--- config.mk ---
export PLATFORM = sky130hd
export DESIGN_NAME = imm_extend_unit
export DESIGN_NICKNAME = d
export VERILOG_FILES = /design/src/rtl/imm_extend_unit.sv
export SDC_FILE = /design/constraint.sdc
export NUM_CORES = 1
export LEC_CHECK = 0
export CORE_ASPECT_RATIO = 1.1
export CORE_MARGIN = 10
export CORE_UTILIZATION = 40
export DETAILED_ROUTE_END_ITERATION = 8
export GPL_TIMING_DRIVEN = 0
export PLACE_DENSITY = 0.83
export SETUP_SLACK_MARGIN = 0.4
export SLEW_MARGIN = 30
export SYNTH_ARGS = -nofsm -noshare
export SYNTH_HDL_FRONTEND = slang
export SYNTH_SLANG_ARGS = --single-unit
--- constraint.sdc ---
create_clock -name clk -period 1.3 [get_ports clk]
set_input_delay 0.26 -clock clk [delete_from_list [all_inputs] [get_ports clk]]
set_output_delay 0.26 -clock clk [all_outputs]
set_load 0.02 [all_outputs]
--- src/rtl/imm_extend_unit.sv ---
// Immediate extension unit: sign/zero/shifted/upper extension of a raw immediate field.
// Latency: 1 clock from accept to out_valid (single registered output stage).
// Backpressure: in_ready = !out_valid || out_ready; the output is held while stalled.
// Optional macro IMM_EXTEND_PREFIX_EN adds the PREFIX mode (upper-half prefix register).
module imm_extend_unit #(
  parameter int IN_W  = 8,
  parameter int OUT_W = 16  // must exceed IN_W; with prefix enabled it must be >= 2*IN_W
) (
  input  logic             clk,
  input  logic             reset_n,
  input  logic             in_valid,
  output logic             in_ready,
  input  logic [IN_W-1:0]  in_imm,
  input  logic [2:0]       in_mode,
  output logic             out_valid,
  input  logic             out_ready,
  output logic [OUT_W-1:0] out_imm,
  output logic             out_err
);

  typedef enum logic {EMPTY = 1'b0, FULL = 1'b1} state_t;

  localparam logic [2:0] MODE_SEXT      = 3'd0;
  localparam logic [2:0] MODE_ZEXT      = 3'd1;
  localparam logic [2:0] MODE_SEXT_SHL1 = 3'd2;
  localparam logic [2:0] MODE_UPPER     = 3'd3;

  state_t           state, state_nxt;
  logic             accept;
  logic             produce;
  logic             is_prefix;
  logic [OUT_W-1:0] sext_raw;  // in_imm alone, sign-extended (reserved modes, no prefix)
  logic [OUT_W-1:0] sext_s;    // source S sign-extended
  logic [OUT_W-1:0] zext_s;    // source S zero-extended
  logic [OUT_W-1:0] res_imm;
  logic             res_err;

  assign sext_raw = OUT_W'($signed(in_imm));

`ifdef IMM_EXTEND_PREFIX_EN
  logic [IN_W-1:0]   pfx;
  logic              pend;
  logic [2*IN_W-1:0] wide_s;

  assign wide_s    = {pfx, in_imm};
  assign is_prefix = (in_mode == 3'd4);

  // Source S is the concatenated {P, in_imm} while a prefix is pending
  always_comb begin
    if (pend) begin
      sext_s = OUT_W'($signed(wide_s));
      zext_s = OUT_W'(wide_s);
    end else begin
      sext_s = OUT_W'($signed(in_imm));
      zext_s = OUT_W'(in_imm);
    end
  end

  // Prefix storage: load on PREFIX, any other accepted item consumes/clears pending
  always_ff @(posedge clk) begin
    if (!reset_n) begin
      pfx  <= '0;
      pend <= 1'b0;
    end else if (accept) begin
      if (is_prefix) begin
        pfx  <= in_imm;
        pend <= 1'b1;
      end else begin
        pend <= 1'b0;
      end
    end
  end
`else
  assign is_prefix = 1'b0;
  assign sext_s    = OUT_W'($signed(in_imm));
  assign zext_s    = OUT_W'(in_imm);
`endif

  // Result selection by mode; anything unrecognised is flagged and sign-extends in_imm alone
  always_comb begin
    res_imm = sext_raw;
    res_err = 1'b0;
    case (in_mode)
      MODE_SEXT:      res_imm = sext_s;
      MODE_ZEXT:      res_imm = zext_s;
      MODE_SEXT_SHL1: res_imm = sext_s << 1;
      MODE_UPPER:     res_imm = {in_imm, {(OUT_W-IN_W){1'b0}}};
      default: begin
        res_imm = sext_raw;
        res_err = 1'b1;
      end
    endcase
  end

  // Handshake and EMPTY/FULL next-state; PREFIX accepts never fill the output stage
  always_comb begin
    state_nxt = state;
    out_valid = (state == FULL);
    in_ready  = (state == EMPTY) || out_ready;
    accept    = in_valid && in_ready;
    produce   = accept && !is_prefix;
    case (state)
      EMPTY:   if (produce) state_nxt = FULL;
      FULL:    if (out_ready && !produce) state_nxt = EMPTY;
      default: state_nxt = EMPTY;
    endcase
  end

  // Control state register
  always_ff @(posedge clk) begin
    if (!reset_n) begin
      state <= EMPTY;
    end else begin
      state <= state_nxt;
    end
  end

  // Output data register: loads only on a result-producing accept, otherwise holds
  always_ff @(posedge clk) begin
    if (!reset_n) begin
      out_imm <= '0;
      out_err <= 1'b0;
    end else if (produce) begin
      out_imm <= res_imm;
      out_err <= res_err;
    end
  end

endmodule

==> results of run 1 <==
[flip-flops by register name (all words and copies together), names as in the netlist]
register   cells
out_imm       16
out_err        1
out_valid      1
[logic make-up (layout without fill, tap and decap cells)]
family                 Yosys count  count (layout)  share of synthesized area
flip-flops                      18              18                      0.468
AO/OA/AOI/OAI                   35              35                      0.343
buffers and inverters            8              61                     0.0520
AND/OR/NAND/NOR                 16              16                      0.137
[repair_timing]
item,in CTS,in global routing
hold buffers,0,0
gates resized for setup,142,11
pin swaps,3,2
cloned,0,1
setup buffers,10,7
setup endpoints to repair,37,37
[area by class of cell]
type                       instances  area (um2)  area share
buffer                             5        42.5      0.0301
multi-input combinational         51         447       0.316
clock buffer                       4        36.3      0.0257
tap                               18        22.5      0.0159
sequential                        18         388       0.274
inverter                           3        12.5     0.00885
timing repair buffer              49         465       0.329
[routing by layer]
| layer | share of wire | track usage | up-vias |
|---|---|---|---|
| met5 | 0 | 0 | - |
| met4 | 0.025 | 0.0726 | 0 |
| met3 | 0.064 | 0.0385 | 7 |
| met2 | 0.53 | 0.231 | 45 |
| met1 | 0.38 | 0.154 | 436 |
| li1 | - | - | 409 |
[cell usage after synthesis]
master / n / area share
a211o_1: 1 / 0.011
a211oi_1: 7 / 0.068
a21oi_1: 10 / 0.065
a22oi_1: 7 / 0.068
and2_1: 1 / 0.0081
and3_1: 7 / 0.057
buf_2: 2 / 0.013
buf_4: 2 / 0.020
clkbuf_1: 1 / 0.0049
clkinv_1: 1 / 0.0049
dfxtp_1: 18 / 0.47
inv_1: 2 / 0.0098
nand2b_1: 2 / 0.016
nand3_1: 1 / 0.0065
nand4_1: 1 / 0.0081
nor2_2: 1 / 0.0081
nor2b_1: 2 / 0.016
nor3b_2: 1 / 0.016
o21ai_0: 2 / 0.013
o221a_1: 8 / 0.12
[worst reg2reg max path: cells and delay by family (launching register included)]
kind / cells / cell delay [ns]
compound gates: 2 / 0.54
flops: 1 / 0.35
buf+inv: 1 / 0.15
simple gates: 1 / 0.13
[how the worst max path moves through the flow]
stage	startpoint	cells after the start	end	slack [ns]
2_1_floorplan	out_valid	3	out_imm[10]	0.19
3_3_place_gp	out_ready	5	in_ready	-0.62
4_1_cts	out_valid	4	in_ready	-0.03
3_5_place_dp	out_ready	5	in_ready	-0.64
5_1_grt	out_valid	4	in_ready	-0.09
6_report	out_valid	4	in_ready	-0.05
[where the power goes]
part / switching [mW] / internal, mW
logic: 0.206 / 0.228
registers: 0.0307 / 0.601
clock network: 0.199 / 0.171
[metrics by stage]
stage | area (um2) | cells
finish | 1410 | 148
global route | 1410 | 148
CTS | 1330 | 140
detailed placement | 1120 | 126
global placement | 1120 | 126
floorplan | 792 | 77
==> results.json, run 1 <==
{
  "status": "finished with violations",
  "violations": "negative setup slack",
  "final_util": 0.785,
  "worst_slack_ns": -0.0546,
  "synth_cells": 77,
  "hold_end": "out_imm[0]",
  "fin_total_pwr_mw": 1.44,
  "fillers": 117,
  "path_buf_inv": 3,
  "hold_viol": 0,
  "cts_made_buffers": 3,
  "critPathMaxFanout": 2,
  "final_common_cell": "buf_6",
  "first_pass_iters": 6,
  "fmax_mhz": 738,
  "fin_crit_ns": 1.35,
  "ctsRootBufferMaster": "clkbuf_4",
  "viasPerCell": 6.06,
  "path_clk_slew_ns": 0.11,
  "slowest_stage": "dfxtp_4",
  "post-place-ws_ns": -0.645,
  "min_period_over_period": 1.04,
  "synth_seq_cells": 18,
  "dr_total_vias": 897,
  "ys_warn_count": 0,
  "drv_slew": 0,
  "drt_iter0_markers": 39,
  "syn2layout_area_growth_pct": 83.7,
  "clock-sinks": 18,
  "worst_path_most_repeated_cell": "buf_6",
  "crit_family": "flip-flops",
  "final_cell_mix": "buf_6, dfxtp_2, buf_4",
  "antenna_found_initial": 0,
  "drive_above_1_share": 0.615,
  "avgSynthCellArea_um2": 9.99,
  "tightest_slew_ns": 0.413,
  "n_antenna_cell": 0,
  "cts_max_level": 1,
  "syn_nets": 92,
  "rr_startpoint": "out_valid",
  "cts_tree": "done",
  "p_per_area_nw_per_um2": 1020,
  "hold_path_class": "in -> reg",
  "power.ir.vdd_worst_mv": 0.807,
  "r2r-end": "out_imm[13]",
  "die_h_um": 66,
  "path_cells": "nor2b_4 > inv_2 > buf_6 > buf_6",
  "finalSetupTns_ns": -0.0546,
  "wl_per_cell_um": 20.9,
  "start_util": 0.427,
  "place.port_buffers": 31,
  "ys_types": 20,
  "p_leak_nw": 0.613,
  "maxCapViolCount": 0,
  "dp_hpwl_um": 1850,
  "skew_ns": 0.00387,
  "clock_path_buffers": 2,
  "core_area_um2": 1800,
  "cp-end-kind": "output pin",
  "rsz0062_at_grt": "yes",
  "crit_path_start_kind": "flip-flop",
  "grt_start_max_net_pins": 11,
  "clk_latency_ns": 0.31,
  "grt_usage": 0.139,
  "reg2regPathDepth": 4,
  "r2r_slack_ns": 0.03,
  "drc": 0,
  "finalWirelength_um": 3100,
  "overflow": 0,
  "cp_slowest_stage_delay_ns": 0.35,
  "required_ns": 1.04,
  "worstHoldStart": "in_valid",
  "ant_nets": 0,
  "grt_pass1_vias": 862,
  "setup_viol": 1,
  "ys_seq_area_frac": 0.468,
  "die_area_um2": 4080,
  "die_x_um": 61.8,
  "slew_headroom": 0.724,
  "gp_congestion": 0.767,
  "arrival_ns": 1.09,
  "hold_depth": 3,
  "final_nets": 146,
  "whs_ns": 0.255,
  "grt_pass1_wl_um": 4280,
  "ioPinCount": 34,
  "num_rows": 16,
  "worstSetupPathType": "reg -> out",
  "synth_area_um2": 769
}
(Power assumes the default switching activity.)
==> run 2, diff against run 1 <==
- CORE_MARGIN: 10 -> 1.5
- CTS_CLUSTER_DIAMETER: default -> 30
- PLACE_DENSITY: 0.83 -> 0.81
==> run 2 against run 1 <==
Compared with the run above: the run still ends with negative setup slack left; clock skew is 0.0088 ns higher; worst setup slack better by 0.028 ns; non-clock buffer count is 10 lower; hold slack better by 0.039 ns; first-iteration DRC count is 38% lower; sequential share of layout area is 2.0 points higher; cell count is 6.8% lower; clock power is 20% lower; total power is 8.6% lower; combinational power is 12% lower; wire length is 28% lower; critical path type unchanged; critical endpoint unchanged; highest routed layer unchanged.
==> results.json, run 2 (synthesis gave the netlist of run 1 again) <==
{
  "wl_met1_um": 933,
  "start_util": 0.427,
  "clock_path_buffers": 2,
  "die_h_um": 49,
  "rsz0062_at_grt": "yes",
  "wl_per_cell_um": 16.2,
  "power.ir.vdd_worst_mv": 0.630,
  "cts_made_buffers": 3,
  "core_area_um2": 1800,
  "die_area_um2": 2200,
  "drt_iter0_markers": 24,
  "required_ns": 1.04,
  "ioPinCount": 34,
  "cp-end-kind": "output pin",
  "drive_above_1_share": 0.558,
  "maxCapViolCount": 0,
  "grt_pass1_vias": 823,
  "crit_family": "flip-flops",
  "die_x_um": 44.8,
  "route.met3.wl_um": 120,
  "gp_congestion": 0.750,
  "min_period_over_period": 1.02,
  "worst_slack_ns": -0.0268,
  "overflow": 0,
  "grt_pass1_wl_um": 3440,
  "slew_headroom": 0.714,
  "wl_met2_um": 1140,
  "path_buf_inv": 3,
  "drc": 0,
  "ant_nets": 0,
  "whs_ns": 0.294,
  "place.port_buffers": 31,
  "grt_usage": 0.208,
  "cts_max_level": 1,
  "p_leak_nw": 0.553,
  "path_clk_slew_ns": 0.11,
  "placed_area_um2": 1120,
  "cts_tree": "done",
  "p_per_area_nw_per_um2": 1000,
  "antenna_found_initial": 0,
  "slowest_stage": "dfxtp_4",
  "dr_total_vias": 799,
  "largest_reg_flops": 16,
  "violations": "negative setup slack",
  "first_pass_iters": 4,
  "worstHoldStart": "in_valid",
  "hold_path_class": "in -> reg",
  "worstSetupPathType": "reg -> out",
  "viasPerCell": 5.79,
  "fin_crit_ns": 1.33,
  "setup_viol": 1,
  "status": "finished with violations",
  "critPathMaxFanout": 2,
  "drv_slew": 0,
  "maxUsedRoutingLayer": "met4",
  "clock-sinks": 18,
  "final_common_cell": "buf_6",
  "fin_total_pwr_mw": 1.31,
  "arrival_ns": 1.07,
  "rr_startpoint": "out_valid",
  "fmax_mhz": 754,
  "crit_path_start_kind": "flip-flop",
  "skew_ns": 0.0127,
  "grt_start_max_net_pins": 11,
  "n_antenna_cell": 0,
  "syn2layout_area_growth_pct": 70.4,
  "final_nets": 136,
  "stdcell_area_um2": 1310,
  "num_rows": 16,
  "worstSetupStartpoint": "out_valid",
  "finalWirelength_um": 2240,
  "holdBufCountCts": 0,
  "dp_hpwl_um": 1450,
  "tightest_slew_ns": 0.429,
  "path_cells": "nor2b_4 > inv_2 > buf_6 > buf_6",
  "final_cell_mix": "buf_6, dfxtp_2, o221a_1, clkdlybuf4s50_1, buf_4",
  "clk_latency_ns": 0.30,
  "hold_viol": 0,
  "worst_path_most_repeated_cell": "buf_6",
  "ctsRootBufferMaster": "clkbuf_4",
  "largest-register": "out_imm",
  "cp_slowest_stage_delay_ns": 0.36
}
run 2: cell types whose count changed in the layout (fill, tap and decap cells not counted), moves of 2 or more:
cell     previous run  this run
buf_6              23        21
a21oi_1             4         6
a21oi_2             5         3
buf_4              16         8
run 2: worst register-to-register path, cell delays in order, from the launching register on:
cell and delay (ns):
dfxtp_4 0.36, nor2b_4 0.12, buf_4 0.15, a211o_4 0.31, o221a_1 0.23
run 2: final timing paths:
check	end	slack (ns)	cells after the start
max	in_ready	-0.03	4
min	out_imm[0]	0.29	3
max reg2reg	out_imm[13]	0.03	4
min reg2reg	out_imm[0]	0.50	2
run 2: metrics by stage:
step                      cells  setup slack (ns)  TNS (ns)  utilization
final                       138           -0.0268   -0.0268        0.728
after detailed placement    126            -0.607     -6.80        0.624
after CTS                   135           -0.0122   -0.0122        0.701
after floorplan              77             0.188         0            -
after global placement      126            -0.605     -6.36        0.624
after global routing        138           -0.0799   -0.0915        0.728
run 2: layer usage:
layer  global-route usage  vias to the layer above
met5                    0                        -
met4               0.0931                        0
met3               0.0481                        6
met2                0.348                       39
met1                0.246                      365
li1                     -                      389
run 2: area by class of cell:
cell class                 count  area (um2)
fill                         134         490
multi-input combinational     51         439
sequential                    18         385
timing repair buffer          39         383
buffer                         5        42.5
clock buffer                   4        26.3
tap                           18        22.5
inverter                       3        12.5
run 2: where the power goes:
| part | total (mW) | switching (mW) | leakage [nW] | internal [mW] |
|---|---|---|---|---|
| Sequential | 0.633 | 0.0305 | 0.155 | 0.602 |
| Combinational | 0.383 | 0.183 | 0.382 | 0.200 |
| Clock | 0.297 | 0.177 | 0.0150 | 0.119 |
| Total | 1.31 | 0.391 | 0.553 | 0.921 |
run 2: what timing repair did:
action	CTS	global route
cloned	0	0
endpoints found under the hold margin	0	0
setup buffers	5	3
gates resized for setup	138	8
setup endpoints to repair	37	37
pin swaps	3	1
==> run 3, diff against run 2 <==
- CORE_MARGIN: 1.5 -> 2
==> run 3 against run 2 <==
Compared with the run above: largest power group unchanged; the flow still finishes with violations (negative setup slack); via count up 14%; total power rose by 8.3%; maximum frequency decreased by 0.98%; register-to-register slack barely moved; clock power grew 23%; cell count rose by 8.0%; worst setup slack got worse by 0.013 ns; global-route usage is 1.8 points higher; die area increased by 4.3%; critical path type unchanged; hold slack worse by 0.028 ns; combinational power increased by 11%.
==> results.json, run 3 (synthesis gave the netlist of run 1 again) <==
{
  "final_nets": 147,
  "core_area_um2": 1800,
  "antenna_found_initial": 0,
  "power.ir.vdd_worst_mv": 0.667,
  "first_pass_iters": 4,
  "worstHoldStart": "in_valid",
  "p_leak_nw": 0.616,
  "drv_slew": 0,
  "maxCapViolCount": 0,
  "switching_power_mw": 0.423,
  "dp_hpwl_um": 1490,
  "worst_slack_ns": -0.0400,
  "crit_path_start_kind": "flip-flop",
  "path_clk_slew_ns": 0.11,
  "r2r_slack_ns": 0.04,
  "viasPerCell": 6.13,
  "skew_ns": 0.00278,
  "die_h_um": 50,
  "overflow": 0,
  "final_util": 0.786,
  "grt_pass1_vias": 854,
  "final_common_cell": "buf_6",
  "fmax_mhz": 746,
  "cp-end-kind": "output pin",
  "crit_family": "flip-flops",
  "critPathMaxFanout": 2,
  "status": "finished with violations",
  "syn2layout_area_growth_pct": 84.1,
  "cp-endpoint": "in_ready",
  "path_buf_inv": 3,
  "worstSetupStartpoint": "out_valid",
  "start_util": 0.427,
  "clock_path_buffers": 2,
  "drt_iter0_markers": 31,
  "grt_usage": 0.227,
  "holdBufCountCts": 0,
  "grt_pass1_wl_um": 3730,
  "hold_path_class": "in -> reg",
  "slowest_stage": "dfxtp_4",
  "placed_cells": 126,
  "violations": "negative setup slack",
  "rsz0062_at_grt": "yes",
  "tightest_slew_ns": 0.429,
  "setup_viol": 1,
  "largest_reg_flops": 16,
  "arrival_ns": 1.08,
  "cts_made_buffers": 3,
  "r2r-end": "out_imm[14]",
  "rr_startpoint": "out_valid",
  "cellInternalPower_mw": 0.998,
  "required_ns": 1.04,
  "drive_above_1_share": 0.618,
  "reg2regPathDepth": 4,
  "fin_cells": 149,
  "gp_congestion": 0.693,
  "cp_num_cells": 4,
  "slew_headroom": 0.714,
  "drc": 0,
  "n_antenna_cell": 0,
  "path_cells": "nor2b_4 > inv_2 > buf_6 > buf_6",
  "wl_per_cell_um": 18.0,
  "finalSetupTns_ns": -0.0400,
  "hold_viol": 0,
  "die_x_um": 45.8,
  "power_frac_seq": 0.445,
  "clk_latency_ns": 0.31,
  "power_switching_share": 0.298,
  "worst_path_most_repeated_cell": "buf_6",
  "grt_start_max_net_pins": 11,
  "ctsRootBufferMaster": "clkbuf_4",
  "p_comb_frac": 0.299,
  "min_period_over_period": 1.03,
  "worstSetupPathType": "reg -> out",
  "ioPinCount": 34,
  "place.port_buffers": 31,
  "cp_slowest_stage_delay_ns": 0.35,
  "largest-register": "out_imm",
  "die_area_um2": 2290,
  "fin_crit_ns": 1.34,
  "num_rows": 16,
  "clock-sinks": 18,
  "cts_tree": "done",
  "finalWirelength_um": 2690,
  "p_clk_frac": 0.256,
  "cts_max_level": 1,
  "final_cell_mix": "buf_6, buf_4, dfxtp_2",
  "ant_nets": 0,
  "p_per_area_nw_per_um2": 1000,
  "dr_total_vias": 914
}
==> run 3: timing repair <==
| item | 4_1_cts | 5_1_grt |
|---|---|---|
| cloned | 1 | 0 |
| setup buffers | 10 | 8 |
| pin swaps | 4 | 0 |
| hold endpoints to repair | 0 | 0 |
| gates resized for setup | 144 | 4 |
| endpoints found under the setup margin | 37 | 37 |
==> run 3: through the flow <==
step / setup WS [ns] / power [mW] / instance area [um2] / hold WS (ns)
after floorplan: 0.188 / 0.792 / 792 / 0.408
after detailed placement: -0.618 / 0.951 / 1120 / 0.483
after CTS: -0.0335 / 1.37 / 1340 / 0.247
after global placement: -0.605 / 0.944 / 1120 / 0.463
after global routing: -0.0701 / 1.46 / 1420 / 0.276
final: -0.0400 / 1.42 / 1420 / 0.266
==> run 3: worst min path at each step <==
stage	endpoint	slack [ns]	cells after the start
2_1_floorplan	out_err	0.41	2
3_3_place_gp	out_err	0.46	2
3_5_place_dp	out_imm[0]	0.48	2
4_1_cts	out_imm[0]	0.25	3
5_1_grt	out_err	0.28	3
6_report	out_err	0.27	3
==> run 3: area by class of cell <==
type,instances,area [um2]
well taps,18,22.5
multi-input cells,51,444
flip-flops and latches,18,385
fillers,124,385
clock buffers,4,36.3
plain buffers,5,42.5
repair buffers,50,473
inverters,3,12.5
==> run 3: power by group through the flow <==
stage	Sequential, mW	Clock [mW]	Combinational [mW]
after floorplan	0.679	0	0.112
after global placement	0.626	0	0.318
after detailed placement	0.628	0	0.323
after CTS	0.632	0.357	0.379
after global routing	0.636	0.376	0.445
final	0.632	0.364	0.425
==> run 3: tightest hold or removal path, cell delays in order <==
cell and delay, ns:
buf_6 0.13, nand3_1 0.09, a21oi_1 0.06
==> run 3: metal layers <==
metal	vias to the layer above	part of all wire	track usage
met5	-	0	0
met4	0	0.034	0.110
met3	13	0.045	0.0366
met2	44	0.51	0.413
met1	450	0.41	0.238
li1	407	-	-
